**src/rtl/mem_access_unit.sv**
```systemverilog
// MEM-stage data memory access unit: issues one load/store at a time on a
// ready-handshake bus, stalls upstream while busy and produces the writeback.
module mem_access_unit (
    input  logic        clk,
    input  logic        rst,
    input  logic        mem_valid,
    input  logic [31:0] mem_alu_result,
    input  logic [31:0] mem_data,
    input  logic [4:0]  mem_rd_addr,
    input  logic        mem_reg_write,
    input  logic        mem_mem_read,
    input  logic        mem_mem_write,
    input  logic [2:0]  mem_funct3,
    output logic        dmem_req,
    output logic        dmem_we,
    output logic [31:0] dmem_addr,
    output logic [31:0] dmem_wdata,
    output logic [3:0]  dmem_wstrb,
    input  logic        dmem_ready,
    input  logic [31:0] dmem_rdata,
    output logic        mem_stall,
    output logic        wb_valid,
    output logic        wb_reg_write,
    output logic [4:0]  wb_rd_addr,
    output logic [31:0] wb_result,
    output logic        misaligned
);

    typedef enum logic {IDLE, BUSY} state_t;

    state_t      state, state_next;
    logic [1:0]  off;
    logic        aligned, mem_access, mem_op, misaligned_op;
    logic [3:0]  wstrb_next;
    logic [31:0] wdata_next;
    logic [4:0]  lat_rd;
    logic        lat_reg_write;
    logic [2:0]  lat_funct3;
    logic [1:0]  lat_off;
    logic [31:0] rdata_shifted;
    logic [31:0] load_data;

    assign off           = mem_alu_result[1:0];
    assign mem_access    = mem_valid & (mem_mem_read | mem_mem_write);
    assign mem_op        = mem_access & aligned;
    assign misaligned_op = mem_access & ~aligned;

    always_comb begin
        aligned = 1'b0;
        case (mem_funct3)
            3'b000, 3'b100: aligned = 1'b1;
            3'b001, 3'b101: aligned = ~off[0];
            default:        aligned = (off == 2'b00);
        endcase
    end

    // Stores use funct3[1:0] as the size; read wins over write, so loads get no lanes.
    always_comb begin
        wstrb_next = 4'b1111;
        wdata_next = mem_data;
        case (mem_funct3[1:0])
            2'b00: begin
                wstrb_next = 4'b0001 << off;
                wdata_next = {4{mem_data[7:0]}};
            end
            2'b01: begin
                wstrb_next = 4'b0011 << off;
                wdata_next = {2{mem_data[15:0]}};
            end
            default: begin
                wstrb_next = 4'b1111;
                wdata_next = mem_data;
            end
        endcase
        if (mem_mem_read) begin
            wstrb_next = 4'b0000;
            wdata_next = 32'h0;
        end
    end

    assign rdata_shifted = dmem_rdata >> {lat_off, 3'b000};

    always_comb begin
        load_data = dmem_rdata;
        case (lat_funct3)
            3'b000:  load_data = {{24{rdata_shifted[7]}}, rdata_shifted[7:0]};
            3'b001:  load_data = {{16{rdata_shifted[15]}}, rdata_shifted[15:0]};
            3'b100:  load_data = {24'h0, rdata_shifted[7:0]};
            3'b101:  load_data = {16'h0, rdata_shifted[15:0]};
            default: load_data = dmem_rdata;
        endcase
    end

    always_ff @(posedge clk or posedge rst) begin
        if (rst) state <= IDLE;
        else     state <= state_next;
    end

    always_comb begin
        state_next = state;
        mem_stall  = 1'b0;
        case (state)
            IDLE: begin
                if (mem_op) begin
                    state_next = BUSY;
                    mem_stall  = 1'b1;
                end
            end
            BUSY: begin
                if (dmem_ready) state_next = IDLE;
                else            mem_stall  = 1'b1;
            end
            default: state_next = IDLE;
        endcase
        // Inputs may look like a memory op during reset; never stall then.
        if (rst) mem_stall = 1'b0;
    end

    always_ff @(posedge clk or posedge rst) begin
        if (rst) begin
            dmem_req      <= 1'b0;
            dmem_we       <= 1'b0;
            dmem_addr     <= 32'h0;
            dmem_wdata    <= 32'h0;
            dmem_wstrb    <= 4'h0;
            wb_valid      <= 1'b0;
            wb_reg_write  <= 1'b0;
            wb_rd_addr    <= 5'h0;
            wb_result     <= 32'h0;
            misaligned    <= 1'b0;
            lat_rd        <= 5'h0;
            lat_reg_write <= 1'b0;
            lat_funct3    <= 3'h0;
            lat_off       <= 2'h0;
        end else begin
            wb_valid     <= 1'b0;
            wb_reg_write <= 1'b0;
            misaligned   <= 1'b0;
            if (state == IDLE) begin
                if (mem_op) begin
                    dmem_req      <= 1'b1;
                    dmem_we       <= ~mem_mem_read;
                    dmem_addr     <= {mem_alu_result[31:2], 2'b00};
                    dmem_wstrb    <= wstrb_next;
                    dmem_wdata    <= wdata_next;
                    lat_rd        <= mem_rd_addr;
                    lat_reg_write <= mem_reg_write;
                    lat_funct3    <= mem_funct3;
                    lat_off       <= off;
                end else if (misaligned_op) begin
                    wb_valid   <= 1'b1;
                    misaligned <= 1'b1;
                    wb_rd_addr <= mem_rd_addr;
                    wb_result  <= mem_alu_result;
                end else if (mem_valid) begin
                    wb_valid     <= 1'b1;
                    wb_reg_write <= mem_reg_write;
                    wb_rd_addr   <= mem_rd_addr;
                    wb_result    <= mem_alu_result;
                end
            end else if (dmem_ready) begin
                dmem_req     <= 1'b0;
                wb_valid     <= 1'b1;
                wb_reg_write <= lat_reg_write & ~dmem_we;
                wb_rd_addr   <= lat_rd;
                wb_result    <= dmem_we ? 32'h0 : load_data;
            end
        end
    end

endmodule

```
**config.mk**
```make
export PLATFORM = sky130hd
export DESIGN_NAME = mem_access_unit
export DESIGN_NICKNAME = d
export VERILOG_FILES = /design/src/rtl/mem_access_unit.sv
export SDC_FILE = /design/constraint.sdc
export NUM_CORES = 1
export LEC_CHECK = 0
export CAP_MARGIN = 10
export CORE_ASPECT_RATIO = 1.4
export CORE_UTILIZATION = 35
export DETAILED_ROUTE_END_ITERATION = 8
export PLACE_DENSITY = 0.73
export SKIP_CTS_REPAIR_TIMING = 1
export SYNTH_ARGS = -nofsm -noshare
export SYNTH_HDL_FRONTEND = slang
export SYNTH_SLANG_ARGS = --single-unit
```
**constraint.sdc**
```tcl
create_clock -name clk -period 6 [get_ports clk]
set_input_delay 1.2 -clock clk [delete_from_list [all_inputs] [get_ports clk]]
set_output_delay 1.2 -clock clk [all_outputs]
set_load 0.01 [all_outputs]
```
==> flow_metrics.env <==
export IMPL_synth_area_sq_mm=0.00618
export IMPL_clock_path_buffers=2
export IMPL_core_area_sq_mm=0.0173
export IMPL_avgSynthCellArea_sq_um=8.92
export IMPL_layout_setup_ws_ns=1.45
export IMPL_ys_ff_latch=120
export IMPL_grt_use_total_pct=23.1
export IMPL_cts_clk_slew_worst_paths_ns=0.05
export IMPL_min_delay_path_class="reg -> reg"
export IMPL_rows=57
export IMPL_fin_nets=1001
export IMPL_grt_pass1_wl_um=31900
export IMPL_numCtsBuffers=17
export IMPL_cp_arrival_ns=3.35
export IMPL_end_kind="output port"
export IMPL_wl_per_cell_um=18.1
export IMPL_fp_dieW_um=114
export IMPL_synth_distinct_cells=44
export IMPL_n_antenna_cell=0
export IMPL_drtPass1Iterations=6
export IMPL_die_area_sq_mm=0.0182
export IMPL_finalPower_mw=3.31
export IMPL_wirelength_um=20600
export IMPL_ioPinCount=222
export IMPL_start_util_pct=35.7
export IMPL_p_leak_nw=3.94
export IMPL_relSlewSlack_pct=16.4
export IMPL_irDropWorstVdd_mv=0.170
export IMPL_status="completed"
export IMPL_critPathMaxStageDelay_ns=0.57
export IMPL_tns_ns=0
export IMPL_ctsRootBufferMaster="clkbuf_16"
export IMPL_drt_iter0_markers=308
export IMPL_maxCapViolCount=0
export IMPL_place_area_sq_mm=0.00853
export IMPL_gp_congestion=0.824
export IMPL_dpl_worst_slack_ns=1.46
export IMPL_drc_errors=0
export IMPL_crit_chain="clkdlybuf4s50_1, or2_2, a211o_4, o21ai_0, and2_1, clkdlybuf4s50_1"
export IMPL_yosys_warnings=0
export IMPL_postRouteAntennaNets=0
export IMPL_worstSkewPairLatency_ns=0.41
export IMPL_setup_viol=0
export IMPL_synthCells=693
export IMPL_gr_total_overflow=0
export IMPL_fmax_mhz=220
export IMPL_cpLargestDelayFamily="buffers and inverters"
export IMPL_grt_pass1_vias=5823
export IMPL_dr_total_vias=5761
export IMPL_path_class="in -> out"
export IMPL_tightestPinTransition_ns=1.25
export IMPL_fin_util_pct=52.5
export IMPL_rsz0062_at_grt="no"
export IMPL_finClkSkew_ns=0.00845
export IMPL_grt_max_degree=108
export IMPL_start_kind="input pin"
export IMPL_cpMaxStageDelayCell="clkdlybuf4s50_1"
export IMPL_seqCellArea_sq_mm=0.00300
export IMPL_final_cell_area_sq_mm=0.00910
export IMPL_post_dp_hpwl_um=14500
export IMPL_critPathMaxFanout=10
export IMPL_antenna_found_initial=0
export IMPL_h_tree_depth=4
export IMPL_maxSlewViolCount=0
export IMPL_die_h_um=159
export IMPL_required_ns=4.80
export IMPL_drive_gt1_share_pct=5.65
export IMPL_port_buffers=219
export IMPL_seq_area_frac_synth_pct=48.6
export IMPL_reg2reg_slack_ns=3.03
export IMPL_timing_hold_violations_final=0
export IMPL_syn2layout_area_growth_pct=47.2
export IMPL_cts_tree="yes"
export IMPL_p_per_area_mw_per_mm2=364
export IMPL_nFillCells=1642
export IMPL_cts_sinks=120
export IMPL_crit_buf_inv=2
export IMPL_period_needed_ns=4.55
export IMPL_multi_input_area_sq_mm=0.00291
export IMPL_vias_per_cell=5.06
export IMPL_cp_common_cell="clkdlybuf4s50_1"
export IMPL_finalCritPeriodShare_pct=75.9
synth_stat cells:
| master | number | area (sq um) |
|---|---|---|
| nor2_1 | 30 | 113 |
| o31ai_1 | 20 | 150 |
| a22oi_1 | 1 | 7.51 |
| nand2b_1 | 41 | 257 |
| nand4_1 | 1 | 6.26 |
| nor3b_1 | 1 | 7.51 |
| buf_4 | 4 | 30.0 |
| clkbuf_1 | 35 | 131 |
| a21oi_1 | 43 | 215 |
| or4b_1 | 1 | 10.0 |
| nor4_1 | 1 | 6.26 |
| o211ai_1 | 6 | 45.0 |
| o21ba_2 | 1 | 10.0 |
| a21o_1 | 2 | 15.0 |
| inv_1 | 13 | 48.8 |
| nor2_2 | 1 | 6.26 |
| conb_1 | 1 | 3.75 |
| a221o_1 | 1 | 10.0 |
| a211oi_2 | 1 | 12.5 |
| mux2i_1 | 56 | 561 |
| o22ai_1 | 1 | 6.26 |
| nor2b_1 | 26 | 163 |
| a32oi_1 | 1 | 8.76 |
| xor2_1 | 1 | 8.76 |
| buf_6 | 3 | 33.8 |
| buf_2 | 6 | 30.0 |
| or2_2 | 2 | 12.5 |
| a211o_1 | 1 | 8.76 |
| inv_2 | 1 | 3.75 |
| buf_1 | 4 | 15.0 |
| nand2_1 | 174 | 653 |
| a221oi_1 | 8 | 70.1 |
| clkinv_1 | 1 | 3.75 |
| mux4_2 | 1 | 22.5 |
| nand3_1 | 8 | 40.0 |
| o311a_1 | 1 | 10.0 |
| dfrtp_1 | 120 | 3000 |
| o2111ai_1 | 6 | 52.6 |
| and2_1 | 1 | 6.26 |
| a211oi_1 | 10 | 75.1 |
| a311oi_4 | 1 | 26.3 |
| o21ai_0 | 53 | 265 |
| a31oi_1 | 2 | 12.5 |
| nor3_1 | 1 | 5.00 |
registers in the layout, summed over array words and instances, names as in the netlist, 2 cells and up:
name,count
dmem_addr,30
wb_result,32
lat_rd,5
lat_off,2
dmem_wstrb,4
dmem_wdata,32
wb_rd_addr,5
lat_funct3,3
cells by family (layout without fill, tap and decap cells):
logic type,after synthesis,in the layout,synth area share (%)
and+or+nand+nor,288,288,20.8
AOI/OAI and AO/OA,159,159,16.2
DFF,120,120,48.6
buffers and inverters,67,275,4.80
muxes,57,57,9.43
other,1,2,0.0607
xor gates and xnor gates,1,1,0.142
final timing paths:
kind | start | to | depth (start not counted)
setup reg to reg | state | wb_result[12] | 6
max in group asynchronous | rst | dmem_addr[11] | 4
hold / removal | dmem_addr[20] | dmem_addr[20] | 2
min in group asynchronous | rst | wb_valid | 3
hold reg to reg | dmem_addr[20] | dmem_addr[20] | 2
setup / recovery | mem_funct3[1] | mem_stall | 6
worst register-to-register path: stages, from the launching register on:
cell	delay, ns
dfrtp_1	0.34
buf_4	0.37
nand2b_1	0.33
o311a_1	0.75
inv_2	0.61
nor2_1	0.31
a221oi_1	0.08
routing by layer:
layer | share of wire (%) | global-route usage [%] | routed length, um | up-vias
met2 | 51 | 40.1 | 10500 | 215
met1 | 39 | 26.7 | 8110 | 2760
met4 | 3.0 | 9.68 | 615 | 0
met5 | 0 | 0 | 0 | -
met3 | 6.5 | 6.13 | 1350 | 33
li1 | - | - | - | 2753
stage by stage:
step,hold slack (ns),instances
floorplan,0.445,694
global placement,0.457,1107
detailed placement,0.462,1107
CTS,0.475,1138
global route,0.491,1138
finish,0.474,1138
cell usage in the layout (no fill, tap or decap), drive strengths merged, types with 2 or more instances in the layout:
cell / Yosys / routed
a211oi: 11 / 11
a21o: 2 / 2
a21oi: 43 / 43
a221oi: 8 / 8
a31oi: 2 / 2
buf: 17 / 10
clkbuf: 35 / 23
clkdlybuf4s50: 0 / 219
clkinv: 1 / 6
clkinvlp: 0 / 2
conb: 1 / 2
dfrtp: 120 / 120
inv: 14 / 14
mux2i: 56 / 56
nand2: 174 / 174
nand2b: 41 / 41
nand3: 8 / 8
nor2: 31 / 31
nor2b: 26 / 26
o2111ai: 6 / 6
o211ai: 6 / 6
o21ai: 53 / 53
o31ai: 20 / 20
or2: 2 / 2
cell type report:
cell class / instances / area share, %
Sequential cell: 120 / 33.0
Multi-Input combinational cell: 507 / 31.9
Timing Repair Buffer: 229 / 24.9
Clock buffer: 23 / 5.47
Tap cell: 236 / 3.25
Clock inverter: 8 / 0.770
Inverter: 15 / 0.646
power by group:
part | internal (mW) | switching [mW] | total [mW]
Clock | 0.618 | 0.364 | 0.982
Combinational | 0.607 | 0.544 | 1.15
Sequential | 1.03 | 0.150 | 1.18
No activity file was read; power rests on OpenSTA's default activity.
